## config.mk

```make
export PLATFORM = sky130hd
export DESIGN_NAME = button_event
export DESIGN_NICKNAME = d
export VERILOG_FILES = /design/src/rtl/button_event_pkg.sv /design/src/rtl/button_event_channel.sv /design/src/rtl/button_event.sv
export SDC_FILE = /design/constraint.sdc
export NUM_CORES = 1
export LEC_CHECK = 0
export BUFFER_PORTS_ARGS = -buffer_cell sky130_fd_sc_hd__buf_4
export CELL_PAD_IN_SITES_DETAIL_PLACEMENT = 1
export CELL_PAD_IN_SITES_GLOBAL_PLACEMENT = 2
export CORE_ASPECT_RATIO = 1.1
export CORE_MARGIN = 2
export CORE_UTILIZATION = 35
export DETAILED_ROUTE_END_ITERATION = 12
export PLACE_DENSITY_LB_ADDON = 0.12
export RECOVER_POWER = 100
export SYNTH_ARGS = -nofsm -noshare
export SYNTH_HDL_FRONTEND = slang
export SYNTH_SLANG_ARGS = --single-unit
```

## constraint.sdc

```tcl
create_clock -name i_clk -period 3.43 [get_ports i_clk]
set_input_delay 0.343 -clock i_clk [delete_from_list [all_inputs] [get_ports i_clk]]
set_output_delay 0.343 -clock i_clk [all_outputs]
set_load 0.01 [all_outputs]
```

## src/rtl/button_event_pkg.sv

```systemverilog
// button_event_pkg: shared definitions for the button event generator.
//   state_e    per-channel FSM state encoding (2'd3 is illegal, recovers to StIdle)
//   cnt_width  counter width for a given hold/repeat configuration
package button_event_pkg;

  typedef enum logic [1:0] {
    StIdle   = 2'd0,
    StHold   = 2'd1,
    StRepeat = 2'd2
  } state_e;

  // clog2 of the larger interval, never less than one bit.
  function automatic int unsigned cnt_width(int unsigned hold_cycles,
                                            int unsigned repeat_cycles);
    int unsigned max_cycles;
    int unsigned width;
    max_cycles = (hold_cycles > repeat_cycles) ? hold_cycles : repeat_cycles;
    width      = $clog2(max_cycles);
    return (width < 1) ? 1 : width;
  endfunction

endpackage

```

## src/rtl/button_event_channel.sv

```systemverilog
// button_event_channel: one button's press / auto-repeat FSM with its interval counter.
// Optional feature macro: BUTTON_EVENT_RELEASE_EN (adds o_release).
// Ports:
//   i_clk      system clock, posedge
//   i_rst      asynchronous active-high reset
//   i_in       debounced, clk-synchronous level (1 = pressed)
//   o_press    one-cycle pulse on press
//   o_repeat   one-cycle pulse per auto-repeat tick
//   o_event    o_press | o_repeat, registered in the same stage
//   o_held     1 while the FSM is in StHold or StRepeat
//   o_release  (BUTTON_EVENT_RELEASE_EN only) one-cycle pulse on release
module button_event_channel
  import button_event_pkg::*;
#(
  parameter int unsigned HoldCycles   = 50000000,
  parameter int unsigned RepeatCycles = 10000000
) (
  input  logic i_clk,
  input  logic i_rst,
  input  logic i_in,
  output logic o_press,
  output logic o_repeat,
  output logic o_event,
  output logic o_held
`ifdef BUTTON_EVENT_RELEASE_EN
  ,
  output logic o_release
`endif
);

  localparam int unsigned CntW = cnt_width(HoldCycles, RepeatCycles);
  localparam logic [CntW-1:0] HoldLast   = CntW'(HoldCycles - 1);
  localparam logic [CntW-1:0] RepeatLast = CntW'(RepeatCycles - 1);

  state_e          r_state;
  logic [CntW-1:0] r_cnt;
  logic            r_press;
  logic            r_repeat;
  logic            r_event;
  logic            r_held;
  logic [CntW-1:0] w_cnt_last;

  assign w_cnt_last = (r_state == StHold) ? HoldLast : RepeatLast;

  // StIdle doubles as the "previous level was low" memory, so a level that is
  // still high when reset drops yields a fresh press on the first edge.
  always_ff @(posedge i_clk or posedge i_rst) begin
    if (i_rst) begin
      r_state  <= StIdle;
      r_cnt    <= '0;
      r_press  <= 1'b0;
      r_repeat <= 1'b0;
      r_event  <= 1'b0;
      r_held   <= 1'b0;
`ifdef BUTTON_EVENT_RELEASE_EN
      o_release <= 1'b0;
`endif
    end else begin
      r_press  <= 1'b0;
      r_repeat <= 1'b0;
      r_event  <= 1'b0;
`ifdef BUTTON_EVENT_RELEASE_EN
      o_release <= 1'b0;
`endif
      case (r_state)
        StIdle: begin
          if (i_in) begin
            r_state <= StHold;
            r_cnt   <= '0;
            r_press <= 1'b1;
            r_event <= 1'b1;
            r_held  <= 1'b1;
          end
        end
        StHold, StRepeat: begin
          if (!i_in) begin
            // Release wins over a repeat due on the same edge.
            r_state <= StIdle;
            r_cnt   <= '0;
            r_held  <= 1'b0;
`ifdef BUTTON_EVENT_RELEASE_EN
            o_release <= 1'b1;
`endif
          end else if (r_cnt == w_cnt_last) begin
            r_state  <= StRepeat;
            r_cnt    <= '0;
            r_repeat <= 1'b1;
            r_event  <= 1'b1;
          end else begin
            r_cnt <= r_cnt + CntW'(1);
          end
        end
        default: begin
          r_state <= StIdle;
          r_cnt   <= '0;
          r_held  <= 1'b0;
        end
      endcase
    end
  end

  assign o_press  = r_press;
  assign o_repeat = r_repeat;
  assign o_event  = r_event;
  assign o_held   = r_held;

endmodule

```

## src/rtl/button_event.sv

```systemverilog
// button_event: turns debounced button levels into press / auto-repeat event pulses,
// one independent channel FSM per button.
// Optional feature macro: BUTTON_EVENT_RELEASE_EN (adds o_release).
// Ports:
//   i_clk      system clock, posedge
//   i_rst      asynchronous active-high reset
//   i_in       debounced levels [PortWidth], 1 = pressed
//   o_press    press pulses [PortWidth]
//   o_repeat   auto-repeat pulses [PortWidth]
//   o_event    press | repeat [PortWidth]
//   o_held     channel not idle [PortWidth]
//   o_release  (BUTTON_EVENT_RELEASE_EN only) release pulses [PortWidth]
module button_event
  import button_event_pkg::*;
#(
  parameter int unsigned PortWidth    = 1,
  parameter int unsigned HoldCycles   = 50000000,
  parameter int unsigned RepeatCycles = 10000000
) (
  input  logic                 i_clk,
  input  logic                 i_rst,
  input  logic [PortWidth-1:0] i_in,
  output logic [PortWidth-1:0] o_press,
  output logic [PortWidth-1:0] o_repeat,
  output logic [PortWidth-1:0] o_event,
  output logic [PortWidth-1:0] o_held
`ifdef BUTTON_EVENT_RELEASE_EN
  ,
  output logic [PortWidth-1:0] o_release
`endif
);

  if (HoldCycles < 2) begin : g_bad_hold
    $error("button_event: HoldCycles must be >= 2");
  end
  if (RepeatCycles < 1) begin : g_bad_repeat
    $error("button_event: RepeatCycles must be >= 1");
  end

  for (genvar g = 0; g < PortWidth; g++) begin : g_ch
    button_event_channel #(
      .HoldCycles  (HoldCycles),
      .RepeatCycles(RepeatCycles)
    ) u_ch (
      .i_clk    (i_clk),
      .i_rst    (i_rst),
      .i_in     (i_in[g]),
      .o_press  (o_press[g]),
      .o_repeat (o_repeat[g]),
      .o_event  (o_event[g]),
      .o_held   (o_held[g])
`ifdef BUTTON_EVENT_RELEASE_EN
      ,
      .o_release(o_release[g])
`endif
    );
  end

endmodule

```

* Word level (Yosys, flattened, before mapping)
Index checks and enable logic that the tools add are counted.
Word-level totals: bits in writable memories 0, output and inout bits 4, latch bits 0, memory bits (read-only) 0, flip-flop bits (word level) 32, logic and storage cells 35, memories 0, input bits 3
Cells by class: bitwise gates (word level) 0, reductions and logical operators 4, equality and inequality tests 6, divide/modulo/power cells 0, $add $sub $neg 1, shift operators 0, multiply operators 0, magnitude comparators 0, muxes and demuxes 18
Operator list (number):
- 26-bit 2-to-1 mux | 4
- 26-bit case mux with 2 select lines | 1
- 26-bit by 1-bit adder with 26-bit output (second input constant) | 1
- 26-bit equality test | 1
- 1-bit 2-to-1 mux | 7
- 2-bit 2-to-1 mux | 3
- 2-bit != test (second input constant) | 2
- 1-bit case mux with 2 select lines | 2
- 2-bit case mux with 2 select lines | 1
- 2-bit AND reduction | 2
- 3-bit by 2-bit != test with 1-bit output (second input constant) | 1
- 2-bit by 1-bit equality test with 1-bit output (second input constant) | 1
- 2-bit equality test (second input constant) | 1
- 2-bit zero test | 1
- 2-bit OR reduction | 1

* Depth between registers and ports, before layout
depth in word-level cells 6, gate-level depth with buffers 8, gate-level depth less buffers 7

* Least setup slack after synthesis
Ideal clock, no wire load.
kind register to register, start register g_ch[0].u_ch.r_state[1], end register g_ch[0].u_ch.r_cnt[12], data required time 3.311 ns, stages on the path, launching flop included 9, path slack 1.340 ns, buffers on the path 1, library setup time 0.119 ns, data arrival time 1.971 ns, period minus slack after synthesis 2.090 ns, path through dfrtp_1 -> inv_1 -> ha_1 -> nor4bb_1 -> nand3_1 -> a2111o_1 -> a31oi_4 -> buf_8 -> nor2_2
Between the ends: cells in the longest elaborated chain, start to end 6, elaborated cells between the ends (all ways) 10, those cells by class eq/ne: 4; mux: 4; reduce/logical: 2
RTL lines:
- start, declared | line button_event_channel.sv:35 | state_e r_state;
- start signal, assigned | line button_event_channel.sv:49 | r_state <= StIdle;
- start signal, assigned | line button_event_channel.sv:68 | r_state <= StHold;
- start signal, assigned | line button_event_channel.sv:78 | r_state <= StIdle;
- 2-bit by 1-bit equality test with 1-bit output | line button_event_channel.sv:43, button_event_channel.sv:65
- 26-bit 2-to-1 mux | line button_event_channel.sv:43 | assign w_cnt_last = (r_state == StHold) ? HoldLast : RepeatLast;
- 26-bit equality test | line button_event_channel.sv:84 | end else if (r_cnt == w_cnt_last) begin
- 26-bit 2-to-1 mux | line button_event_channel.sv:84
- 26-bit 2-to-1 mux | line button_event_channel.sv:76 | if (!i_in) begin
- 26-bit case mux with 2 select lines | line button_event_channel.sv:65 | case (r_state)
- end signal, assigned | line button_event_channel.sv:90 | r_cnt <= r_cnt + CntW'(1);
- end, declared | line button_event_channel.sv:36 | logic [CntW-1:0] r_cnt;
Several ways; a longest one is shown, not always the timed one. A chain may end at the register's enable or synchronous reset.

* Worst setup path after layout
start register g_ch[0].u_ch.r_state[1], end register g_ch[0].u_ch.r_cnt[22]
Same word-level chain as after synthesis.

==> run_results.csv <==
group,metric,value,unit
status,status,"complete, but fails checks",
status,violations,"capacitance limit, slew limit",
worst_setup_path,worstSetupEndpointType,"flop",
power,vdd_ir_drop_max,0.239,mV
power,p_leak,0.708,nW
timing,grt_setup_unrepaired,"false",
timing,setup_viol,0,
grt,grt_pass1_wl,6670,um
floorplanning,ios,7,
yosys,synth_warnings,0,
clock_network,htreeDepth,2,
power,power.total,947,uW
cells_and_area,regArea,801,sq um
yosys,synth_cells,171,
timing,fin_crit_sh,78.2,%
timing,tightest_slew,1.76,ns
yosys,synth-seq-cells,32,
clock_network,cts_resized,0,
yosys,synth_top_area_share,46.4,%
yosys,async_flop_share,100,%
yosys,synth_commonest_cells,"dfrtp_1 (32), xnor2_1 (21), nor2_1 (20)",
clock_network,clkSinkCount,32,
power,p_per_area,502,nW/um^2
yosys,synth_top_cell_by_area,"dfrtp_1",
yosys,ys.flop_type,"dfrtp_1",
job,cap_violations,1,
timing,finalHoldViolations,0,
detailed_routing,drt-total-wl,3840,um
detailed_routing,drt_iter0_drc,27,
timing,setup_tns,0,ns
floorplanning,die_h,77.7,um
cells_and_area,drive_gt1_share,11.4,%
worst_setup_path,critPathArrivalTime,2.82,ns
yosys,synth_enable_flop_cells,0,
cells_and_area,n_antenna_cell,0,
grt,grt_util_all_layers,15.6,%
worst_setup_path,startpoint_type,"flop",
cells_and_area,fill_cells,553,
detailed_routing,remaining_drc_errors,0,
clock_network,cts_setup_buffers,0,
clock_network,clkTransAtPathRegs,0.07,ns
yosys,synth_nets,178,
timing,max_freq,373,MHz
yosys,syn_avg_cell_area,10.1,sq um
worst_setup_path,reg2reg_depth,8,
worst_setup_path,path_class,"flop to flop",
clock_network,cts_buffer_depth,2,
timing,slew_headroom,-17.2,%
power,netSwitchingPower,300,uW
yosys,synth_cell_types,35,
timing,layout_min_cycle_time,2.68,ns
clock_network,postCtsHoldBufs,0,
clock_network,cts_tree,"yes",
cells_and_area,areaGrowthSynthToFinish,9.28,%
power,clock_power_share,31.8,%
power,pwr-share-seq,45.8,%
grt,overflow,0,
floorplanning,die_w,71.0,um
floorplanning,die_area,5510,sq um
clock_network,cts-root-buf,"clkbuf_8",
cells_and_area,finalNetCount,190,
place,port_buffers,6,
detailed_routing,via_count,1284,
place,gp_congestion,0.785,
clock_network,clock_latency,0.28,ns
grt,antenna_found_initial,0,
grt,grt_max_degree,33,
worst_setup_path,r2r_start,"g_ch[0].u_ch.r_state[1]$_DFFE_PP0P_",
timing,whs,0.382,ns
timing,report.final.slew_viol_count,33,
cells_and_area,multi_input_area,861,sq um
floorplanning,placementRows,26,
detailed_routing,ant_nets,0,
detailed_routing,viasPerCell,5.35,
timing,finClkSkew,0.00174,ns
clock_network,cts_buffers,5,
floorplanning,start_util,36.9,%
worst_setup_path,critPathMaxFanout,24,
detailed_routing,wl_per_cell,16.0,um
yosys,synth.most_common_cell,"dfrtp_1",
power,internal_power,647,uW
worst_setup_path,crit_end,"g_ch[0].u_ch.r_cnt[22]$_DFFE_PP0P_",
worst_setup_path,rr_endpoint,"g_ch[0].u_ch.r_cnt[22]$_DFFE_PP0P_",
yosys,ys_top_cells_by_area,"dfrtp_1 (46%), xnor2_1 (11%), nor2_1 (4.3%)",
place,post-dp-hpwl,2700,um
worst_setup_path,cp.required,3.57,ns
grt,grt_pass1_vias,1402,
min_path,hp-class,"input pin to flop",
power,swShare,31.7,%
power,power_frac_comb,22.4,%
worst_setup_path,critPathLaunch,"g_ch[0].u_ch.r_state[1]$_DFFE_PP0P_",
yosys,ys_seq_area_share,46.4,%
worst_setup_path,r2r_slack,0.75,ns
floorplanning,core,4680,sq um
yosys,syn_area,1730,sq um
detailed_routing,dr.pass1.iters,5,
## layout make-up
type | instances | area share [%]
tap | 56 | 3.71
clock buffer | 8 | 4.77
sequential | 32 | 42.4
multi-input combinational | 129 | 45.6
timing repair buffer | 8 | 2.06
inverter | 7 | 1.39
## critical path, cell delays in order, from the launching register on
cell	delay (ns)
dfrtp_1	0.38
inv_1	0.12
ha_1	0.22
nor4bb_1	0.31
nand3_1	0.11
a2111o_1	0.56
a31oi_4	0.22
clkbuf_2	0.50
nor2_1	0.11
## flip-flops by register name, summed over array words and instances (netlist names)
register and flops:
g_ch.u_ch.o_repeat 1, g_ch.u_ch.r_cnt 26, g_ch.u_ch.o_event 1, g_ch.u_ch.r_state 2, g_ch.u_ch.o_press 1, g_ch.u_ch.o_held 1
## cell families after synthesis
| logic type | after synthesis | synth area share, % |
|---|---|---|
| adders and majority gates | 4 | 2.90 |
| DFF | 32 | 46.4 |
| and+or+nand+nor | 91 | 29.6 |
| muxes | 2 | 1.30 |
| buffers and inverters | 10 | 3.33 |
| xor gates and xnor gates | 24 | 12.2 |
| AOI/OAI and AO/OA | 8 | 4.35 |
## cells in the final DEF (no fill, tap or decap), drive strengths merged, types with 3 or more instances in the layout
cell type   n
nor4        8
nand2      13
nand4       7
inv         7
xnor2      21
ha          4
xor2        3
nor3b       3
nor2       30
nand3       8
clkbuf     15
dfrtp      32
nor3        7
and4        4
## worst min-delay path by stage
stage                     depth (start not counted)                            endpoint  startpoint
after detailed placement                          3      g_ch[0].u_ch.o_event$_DFF_PP0_       i_rst
final                                             2     g_ch[0].u_ch.o_held$_DFFE_PP0P_        i_in
after global routing                              3     g_ch[0].u_ch.o_repeat$_DFF_PP0_        i_in
after CTS                                         3  g_ch[0].u_ch.r_cnt[23]$_DFFE_PP0P_       i_rst
after global placement                            3      g_ch[0].u_ch.o_event$_DFF_PP0_       i_rst
after floorplan                                   1      g_ch[0].u_ch.o_event$_DFF_PP0_       i_rst
## through the flow
stage / utilization [%] / setup WS (ns) / instances / area (sq um)
after CTS: 40.9 / 0.931 / 240 / 1920
after detailed placement: 39.0 / 0.938 / 232 / 1830
after global routing: 40.3 / 0.512 / 240 / 1890
final: 40.3 / 0.749 / 240 / 1890
after global placement: 39.0 / 1.04 / 232 / 1830
after floorplan: - / 1.34 / 171 / 1730
## routing by layer
metal / track usage, % / part of all wire, % / vias to the layer above / wire length [um]
met5: 0 / 0 / - / 0
met4: 5.47 / 1.4 / 0 / 53
met3: 3.90 / 2.1 / 6 / 81
met2: 25.8 / 49 / 12 / 1890
met1: 19.6 / 47 / 648 / 1810
li1: - / - / 618 / -
## power groups by stage
stage / Sequential, mW / Clock (mW) / Combinational (mW)
2_1_floorplan: 0.441 / 0 / 0.177
3_3_place_gp: 0.437 / 0 / 0.230
3_5_place_dp: 0.441 / 0 / 0.234
4_1_cts: 0.434 / 0.311 / 0.235
5_1_grt: 0.439 / 0.334 / 0.241
6_report: 0.434 / 0.301 / 0.212
(Power assumes the default switching activity.)
